--- config.mk ---
export PLATFORM = sky130hd
export DESIGN_NAME = trigger_capture
export DESIGN_NICKNAME = d
export VERILOG_FILES = /design/src/rtl/trigger_capture_pkg.sv /design/src/rtl/trigger_capture_stage.sv /design/src/rtl/trigger_capture.sv
export SDC_FILE = /design/constraint.sdc
export NUM_CORES = 1
export LEC_CHECK = 0
export ABC_AREA = 1
export BUFFER_PORTS_ARGS = -buffer_cell sky130_fd_sc_hd__buf_2
export CAP_MARGIN = 20
export CELL_PAD_IN_SITES_DETAIL_PLACEMENT = 1
export CELL_PAD_IN_SITES_GLOBAL_PLACEMENT = 1
export CORE_ASPECT_RATIO = 0.8
export CORE_UTILIZATION = 40
export CTS_BUF_LIST = sky130_fd_sc_hd__clkbuf_4 sky130_fd_sc_hd__clkbuf_8 sky130_fd_sc_hd__clkbuf_16
export DETAILED_ROUTE_END_ITERATION = 7
export HOLD_SLACK_MARGIN = 0.02
export PLACE_DENSITY = 0.78
export SKIP_CTS_REPAIR_TIMING = 1
export SLEW_MARGIN = 20
export SYNTH_ARGS = -nofsm -noshare
export SYNTH_HDL_FRONTEND = slang
export SYNTH_SLANG_ARGS = --single-unit
--- constraint.sdc ---
create_clock -name clk -period 12.57 [get_ports clk]
set_clock_uncertainty 0.05 [all_clocks]
set_input_delay 1.8855 -clock clk [delete_from_list [all_inputs] [get_ports clk]]
set_output_delay 1.8855 -clock clk [all_outputs]
set_load 0.03 [all_outputs]
--- src/rtl/trigger_capture_pkg.sv ---
`default_nettype none
// ============================================================================
//  Module      : trigger_capture_pkg
//  Description : Shared constants for the trigger capture controller: state
//                encoding, event-tag bit indices and register addresses.
//  Revision    : 1.0 - initial release
// ============================================================================
package trigger_capture_pkg;

    // Capture state encoding (also reported on sts_state)
    localparam logic [1:0] ST_IDLE  = 2'd0;
    localparam logic [1:0] ST_ARMED = 2'd1;
    localparam logic [1:0] ST_POST  = 2'd2;
    localparam logic [1:0] ST_DONE  = 2'd3;

    // Bit positions inside the event tag from the trigger stage
    localparam int EVT_TRG = 0;
    localparam int EVT_ABT = 1;

    // Register addresses (bus_waddr[1:0])
    localparam logic [1:0] REG_CTRL = 2'd0;
    localparam logic [1:0] REG_PRE  = 2'd1;
    localparam logic [1:0] REG_POST = 2'd2;

    // CTRL write-1 pulse bits
    localparam int CTRL_ARM    = 0;
    localparam int CTRL_DISARM = 1;

    // A capture is in progress (samples are being forwarded)
    function automatic logic is_running(input logic [1:0] st);
        return (st == ST_ARMED) || (st == ST_POST);
    endfunction

endpackage
`default_nettype wire

--- src/rtl/trigger_capture_stage.sv ---
`default_nettype none
// ============================================================================
//  Module      : trigger_capture_stage
//  Description : Single-entry valid/ready output register carrying a sample
//                and its last flag. force_last marks the held beat as the
//                final one (used when a capture is aborted).
//  Revision    : 1.0 - initial release
// ============================================================================
module trigger_capture_stage #(
    parameter int DW = 32
) (
    input  logic          clk,
    input  logic          rst,
    input  logic          in_valid,
    output logic          in_ready,
    input  logic [DW-1:0] in_data,
    input  logic          in_last,
    input  logic          force_last,
    output logic          out_valid,
    input  logic          out_ready,
    output logic [DW-1:0] out_data,
    output logic          out_last
);

    logic          valid_q, valid_d;
    logic [DW-1:0] data_q,  data_d;
    logic          last_q,  last_d;

    // Stage register; reset drops any held beat immediately
    always_ff @(posedge clk or posedge rst) begin
        if (rst) begin
            valid_q <= 1'b0;
            data_q  <= '0;
            last_q  <= 1'b0;
        end else begin
            valid_q <= valid_d;
            data_q  <= data_d;
            last_q  <= last_d;
        end
    end

    // Load a new beat, drain on acceptance, or latch a forced last on a held beat
    always_comb begin
        valid_d = valid_q;
        data_d  = data_q;
        last_d  = last_q;
        if (in_valid && in_ready) begin
            valid_d = 1'b1;
            data_d  = in_data;
            last_d  = in_last;
        end else if (out_ready) begin
            valid_d = 1'b0;
        end else if (force_last && valid_q) begin
            last_d  = 1'b1;
        end
    end

    // The forced last is also visible combinationally so a beat leaving in
    // the very cycle of the abort still carries tlast
    always_comb begin
        in_ready  = out_ready | ~valid_q;
        out_valid = valid_q;
        out_data  = data_q;
        out_last  = last_q | (force_last & valid_q);
    end

endmodule
`default_nettype wire

--- src/rtl/trigger_capture.sv ---
`default_nettype none
// ============================================================================
//  Module      : trigger_capture
//  Description : Capture controller downstream of the trigger stage. Armed by
//                bus command, enforces a minimum pre-trigger depth, forwards
//                a programmed number of post-trigger samples and marks the
//                final one with tlast.
//  Options     : TRIGGER_CAPTURE_TRGPOS_EN adds sts_trg_pos (samples
//                forwarded before the accepted trigger sample).
//  Revision    : 1.0 - initial release
// ============================================================================
module trigger_capture
    import trigger_capture_pkg::*;
#(
    parameter int BAW = 6,
    parameter int BDW = 32,
    parameter int SDW = 32,
    parameter int SEW = 2,
    parameter int CCW = 32
) (
    input  logic           clk,
    input  logic           rst,
    output logic           bus_wready,
    input  logic           bus_wvalid,
    input  logic [BAW-1:0] bus_waddr,
    input  logic [BDW-1:0] bus_wdata,
    output logic           sti_tready,
    input  logic           sti_tvalid,
    input  logic [SEW-1:0] sti_tevent,
    input  logic [SDW-1:0] sti_tdata,
    input  logic           sto_tready,
    output logic           sto_tvalid,
    output logic           sto_tlast,
    output logic [SDW-1:0] sto_tdata,
    output logic [1:0]     sts_state,
    output logic           sts_done,
    output logic           sts_abort
`ifdef TRIGGER_CAPTURE_TRGPOS_EN
    ,
    output logic [CCW-1:0] sts_trg_pos
`endif
);

    logic [1:0]     state_q,    state_d;
    logic [CCW-1:0] pre_cfg_q,  pre_cfg_d;
    logic [CCW-1:0] post_cfg_q, post_cfg_d;
    logic [CCW-1:0] pre_lim_q,  pre_lim_d;
    logic [CCW-1:0] pre_cnt_q,  pre_cnt_d;
    logic [CCW-1:0] post_cnt_q, post_cnt_d;
    logic           done_q,     done_d;
    logic           abort_q,    abort_d;
    logic           live_q,     live_d;
`ifdef TRIGGER_CAPTURE_TRGPOS_EN
    logic [CCW-1:0] fwd_cnt_q,  fwd_cnt_d;
    logic [CCW-1:0] trg_pos_q,  trg_pos_d;
`endif

    logic w_wr_ctrl, w_arm_req, w_disarm_req, w_running;
    logic w_xfer, w_abort, w_trg_hit, w_fwd, w_fwd_last, w_stg_in_ready;

    // Upper address bits and spare data bits are not decoded
    logic unused_addr_bits;
    assign unused_addr_bits = ^bus_waddr[BAW-1:2];
    generate
        if (BDW > CCW) begin : g_wdata_spare
            logic unused_wdata_bits;
            assign unused_wdata_bits = ^bus_wdata[BDW-1:CCW];
        end
    endgenerate

    assign w_wr_ctrl    = bus_wvalid && (bus_waddr[1:0] == REG_CTRL);
    assign w_arm_req    = w_wr_ctrl & bus_wdata[CTRL_ARM];
    assign w_disarm_req = w_wr_ctrl & bus_wdata[CTRL_DISARM];
    assign w_running    = is_running(state_q);
    assign w_xfer       = sti_tvalid & sti_tready;
    // Abort (tag or disarm) dominates: the aborting sample is never forwarded
    assign w_abort      = w_running & ((w_xfer & sti_tevent[EVT_ABT]) | w_disarm_req);
    assign w_fwd        = w_running & w_xfer & ~w_abort;
    assign w_trg_hit    = (state_q == ST_ARMED) & w_fwd & sti_tevent[EVT_TRG]
                          & (pre_cnt_q == pre_lim_q);

    // State, configuration and counter registers
    always_ff @(posedge clk or posedge rst) begin
        if (rst) begin
            state_q    <= ST_IDLE;
            pre_cfg_q  <= '0;
            post_cfg_q <= '0;
            pre_lim_q  <= '0;
            pre_cnt_q  <= '0;
            post_cnt_q <= '0;
            done_q     <= 1'b0;
            abort_q    <= 1'b0;
            live_q     <= 1'b0;
`ifdef TRIGGER_CAPTURE_TRGPOS_EN
            fwd_cnt_q  <= '0;
            trg_pos_q  <= '0;
`endif
        end else begin
            state_q    <= state_d;
            pre_cfg_q  <= pre_cfg_d;
            post_cfg_q <= post_cfg_d;
            pre_lim_q  <= pre_lim_d;
            pre_cnt_q  <= pre_cnt_d;
            post_cnt_q <= post_cnt_d;
            done_q     <= done_d;
            abort_q    <= abort_d;
            live_q     <= live_d;
`ifdef TRIGGER_CAPTURE_TRGPOS_EN
            fwd_cnt_q  <= fwd_cnt_d;
            trg_pos_q  <= trg_pos_d;
`endif
        end
    end

    // Next state: register writes, arming, pre/post counting and abort
    always_comb begin
        state_d    = state_q;
        pre_cfg_d  = pre_cfg_q;
        post_cfg_d = post_cfg_q;
        pre_lim_d  = pre_lim_q;
        pre_cnt_d  = pre_cnt_q;
        post_cnt_d = post_cnt_q;
        done_d     = done_q;
        abort_d    = abort_q;
        live_d     = 1'b1;
        w_fwd_last = 1'b0;
`ifdef TRIGGER_CAPTURE_TRGPOS_EN
        fwd_cnt_d  = fwd_cnt_q;
        trg_pos_d  = trg_pos_q;
`endif

        if (bus_wvalid && (bus_waddr[1:0] == REG_PRE))  pre_cfg_d  = bus_wdata[CCW-1:0];
        if (bus_wvalid && (bus_waddr[1:0] == REG_POST)) post_cfg_d = bus_wdata[CCW-1:0];
        // Flag clear comes first so a completion/abort in the same cycle still sets it
        if (w_wr_ctrl) begin
            done_d  = 1'b0;
            abort_d = 1'b0;
        end

        case (state_q)
            ST_ARMED: begin
                if (w_abort) begin
                    state_d = ST_IDLE;
                    abort_d = 1'b1;
                end else if (w_fwd) begin
                    if (pre_cnt_q != pre_lim_q) pre_cnt_d = pre_cnt_q + CCW'(1);
`ifdef TRIGGER_CAPTURE_TRGPOS_EN
                    if (fwd_cnt_q != '1) fwd_cnt_d = fwd_cnt_q + CCW'(1);
                    if (w_trg_hit) trg_pos_d = fwd_cnt_q;
`endif
                    if (w_trg_hit) begin
                        if (post_cnt_q == '0) begin
                            w_fwd_last = 1'b1;
                            state_d    = ST_DONE;
                            done_d     = 1'b1;
                        end else begin
                            state_d    = ST_POST;
                        end
                    end
                end
            end
            ST_POST: begin
                if (w_abort) begin
                    state_d = ST_IDLE;
                    abort_d = 1'b1;
                end else if (w_fwd) begin
                    if (post_cnt_q == CCW'(1)) begin
                        w_fwd_last = 1'b1;
                        state_d    = ST_DONE;
                        done_d     = 1'b1;
                    end else begin
                        post_cnt_d = post_cnt_q - CCW'(1);
                    end
                end
            end
            default: begin
                // IDLE / DONE: snapshot the configuration on arm
                if (w_arm_req) begin
                    state_d    = ST_ARMED;
                    pre_lim_d  = pre_cfg_q;
                    pre_cnt_d  = '0;
                    post_cnt_d = post_cfg_q;
`ifdef TRIGGER_CAPTURE_TRGPOS_EN
                    fwd_cnt_d  = '0;
                    trg_pos_d  = '0;
`endif
                end
            end
        endcase
    end

    // Outputs: stream backpressure follows the stage while running, otherwise
    // samples are sunk; held low until the first cycle out of reset
    always_comb begin
        bus_wready = 1'b1;
        sti_tready = live_q & (w_running ? w_stg_in_ready : 1'b1);
        sts_state  = state_q;
        sts_done   = done_q;
        sts_abort  = abort_q;
`ifdef TRIGGER_CAPTURE_TRGPOS_EN
        sts_trg_pos = trg_pos_q;
`endif
    end

    trigger_capture_stage #(
        .DW (SDW)
    ) u_stage (
        .clk        (clk),
        .rst        (rst),
        .in_valid   (w_fwd),
        .in_ready   (w_stg_in_ready),
        .in_data    (sti_tdata),
        .in_last    (w_fwd_last),
        .force_last (w_abort),
        .out_valid  (sto_tvalid),
        .out_ready  (sto_tready),
        .out_data   (sto_tdata),
        .out_last   (sto_tlast)
    );

endmodule
`default_nettype wire

==> results by group <==
Run status
  • Status: completed

Layout
  • Most frequent cells in the layout: 512 x nand2_1, 199 x dfrtp_1, 178 x nor2_1, 156 x inv_1, 112 x o21ai_0
  • Fillers: 3323
  • Design Area, Final: 0.0121 mm^2
  • Layout cell share with drive strength beyond 1: 12.5%
  • Commonest non-fill, non-tap cell in the layout: nand2_1
  • FF/Latch Area: 0.00498 mm^2
  • P&R area growth vs syn: 13.5%
  • Area taken by multi-input logic gates: 0.00481 mm^2
  • Nets: 1643

CTS
  • Clock-pin slew on the worst setup and hold paths: 0.08 ns
  • Clk Latency, worst-skew pair: 0.45 ns
  • CTS tree: yes
  • H-tree depth: 4
  • CTS Buf Count: 17
  • Root Buffer: clkbuf_16
  • Clock Path Buffers: 2
  • # clock sinks: 199

Routing
  • Total Wirelength: 32.8 mm
  • Vias per cell: 5.11
  • DR pass1 iterations: 5
  • Post-DR wirelength/cell: 17.0 um
  • Routed Antenna Nets: 0
  • Initial DRC Count: 627
  • DRC viols: 0
  • Vias: 9837

Timing
  • Post-layout min period: 4.91 ns
  • Final setup vio count: 0
  • Fin. Hold Viols: 0
  • Final period utilization: 39.0%
  • Fin. max-slew vios: 0
  • RSZ-0062 raised after global routing: false
  • Relative slew slack: 35.1%
  • Tightest Pin Transition: 0.973 ns
  • Setup TNS: 0 ns
  • Max frequency: 204 MHz

Synthesis
  • Post-synth EDFFs: 0
  • Sequential element share of the synthesized area: 46.8%
  • Mapped Avg Cell Area: 7.23 um^2
  • Cells after Synth: 1472
  • Post-synth ARST share: 100%
  • Distinct cells, synth: 45
  • Synth warnings: 0
  • Syn Std Cell Area: 0.0106 mm^2
  • Top_reg_cell synth: dfrtp_1
  • Synthesis-stage register bit count: 199

Setup path
  • Worst path max stage delay: 0.36 ns
  • Required @ worst endpoint: 10.63 ns
  • Crit path arrival time: 2.97 ns
  • Worst path slowest cell: o21ai_0
  • Crit path cell chain: buf_2 -> inv_1 -> nand2_1 -> nand4_1 -> o21ai_0 -> nand2_1 -> nand2_1 -> buf_2
  • Most frequent CP cell: nand2_1
  • Startpoint Class: input pin
  • Crit-path leading delay family: simple AND/OR/NAND/NOR gates
  • Crit Path Max Fanout: 4
  • Crit path buf inv count: 3
  • CP endpoint kind: output port
  • Setup Crit Path Kind: input pin to output port

Global routing
  • Initial antenna violation count: 2
  • First-pass GRT wire length: 53.1 mm
  • Total GRT Usage: 25.2%
  • Vias in the first global route: 9972
  • GRT overflow: 0
  • Maximum number of pins on one net before global-route repair: 137

Place
  • DP Area: 0.0115 mm^2
  • Detail Placement HPWL: 24.1 mm
  • Port bufs: 111
  • GPL Wtd Cong: 0.953

Floorplanning
  • Die X: 184 um
  • Core area: 0.0257 mm^2
  • Die Y: 148 um
  • Full die area: 0.0273 mm^2
  • Standard-cell rows: 52
  • IO Count: 117
  • Initial core utilization: 41.4%

Power
  • Pleak: 6.01 nW
  • Tot Pwr: 2.53 mW
  • Cell Pwr Density: 210 mW/mm^2
  • Max VDD drop: 0.112 mV

Job
  • # Max-Cap Violations: 0

Worst hold path
  • Hold Path Class: flop to flop
per-stage QoR:
step,util [%],hold WS (ns),setup slack [ns],cells
global route,47.0,0.456,7.47,1925
global placement,44.6,0.407,7.52,1891
floorplan,-,0.395,5.21,1473
detailed placement,44.7,0.411,7.43,1892
finish,47.0,0.428,7.66,1926
CTS,46.9,0.432,7.68,1924
path summary, 6_finish.rpt:
check / startpoint / end / slack (ns) / cells past startpoint
min reg2reg: u_stage.out_data[19] / u_stage.out_data[19] / 0.43 / 2
max: sto_tready / sto_tlast / 7.66 / 8
max reg2reg: sts_state[0] / post_cnt_q[21] / 8.66 / 12
max in group asynchronous: rst / u_stage.out_data[18] / 9.44 / 3
min: u_stage.out_data[19] / u_stage.out_data[19] / 0.43 / 2
min in group asynchronous: rst / post_cfg_q[15] / 1.62 / 2
cells in the mapped netlist (all sizes together) (5+ instances only):
master / instances / share of area (%)
nand2: 515 / 18
nand3: 42 / 2.2
ha: 5 / 0.59
clkbuf: 33 / 1.2
o21ai: 148 / 7.1
buf: 15 / 1.0
a21oi: 45 / 2.2
inv: 166 / 5.9
o31ai: 5 / 0.35
or2: 21 / 1.2
nor2: 185 / 6.8
xor2: 40 / 3.3
dfrtp: 199 / 47
nor3: 14 / 0.76
nand4: 20 / 1.2
power by group:
| group | internal [mW] | switching (mW) |
|---|---|---|
| Sequential | 0.837 | 0.148 |
| Combinational | 0.285 | 0.719 |
| Clock | 0.262 | 0.278 |
layer usage:
metal | vias up | share of wire [%] | GRT usage [%]
met5 | - | 0.040 | 0
met2 | 241 | 43 | 37.5
met1 | 4813 | 49 | 36.8
met4 | 2 | 1.1 | 5.88
met3 | 30 | 6.7 | 6.04
li1 | 4751 | - | -
worst register-to-register path: stages, from the launching register on:
cell and delay [ns]:
dfrtp_1 0.40, inv_1 0.06, ha_1 0.37, inv_2 0.14
nand4_1 0.16, inv_2 0.10, nand3_2 0.60, inv_2 0.82
o21ai_4 0.34, inv_4 0.44, nand2_1 0.12, nand2_1 0.07
o21ai_0 0.08
registers in the layout, indices dropped and copies added (netlist names), 2 cells and up:
signal / cells
u_stage.out_data: 32
post_cfg_q: 32
post_cnt_q: 32
pre_cfg_q: 32
sts_state: 2
pre_cnt_q: 32
pre_lim_q: 32
layout make-up:
| type | count | area share [%] |
|---|---|---|
| antenna | 1 | 0.0207 |
| sequential | 199 | 41.3 |
| timing repair buffer | 117 | 5.25 |
| multi-input combinational | 1058 | 39.9 |
| clock buffer | 17 | 3.52 |
| tap | 351 | 3.64 |
| clock inverter | 15 | 1.14 |
| inverter | 168 | 5.31 |
cells by family (layout without fill, tap and decap cells):
group	after synthesis	in the layout	share of synthesized area (%)
XOR/XNOR	41	41	3.38
AND/OR/NAND/NOR	803	803	30.8
other	1	3	0.0353
multiplexers	2	2	0.200
buffers and inverters	216	317	8.12
AO/OA/AOI/OAI	205	205	10.1
adder cells (fa/ha/maj)	5	5	0.588
flip-flops	199	199	46.8
No activity file was read; power rests on OpenSTA's default activity.
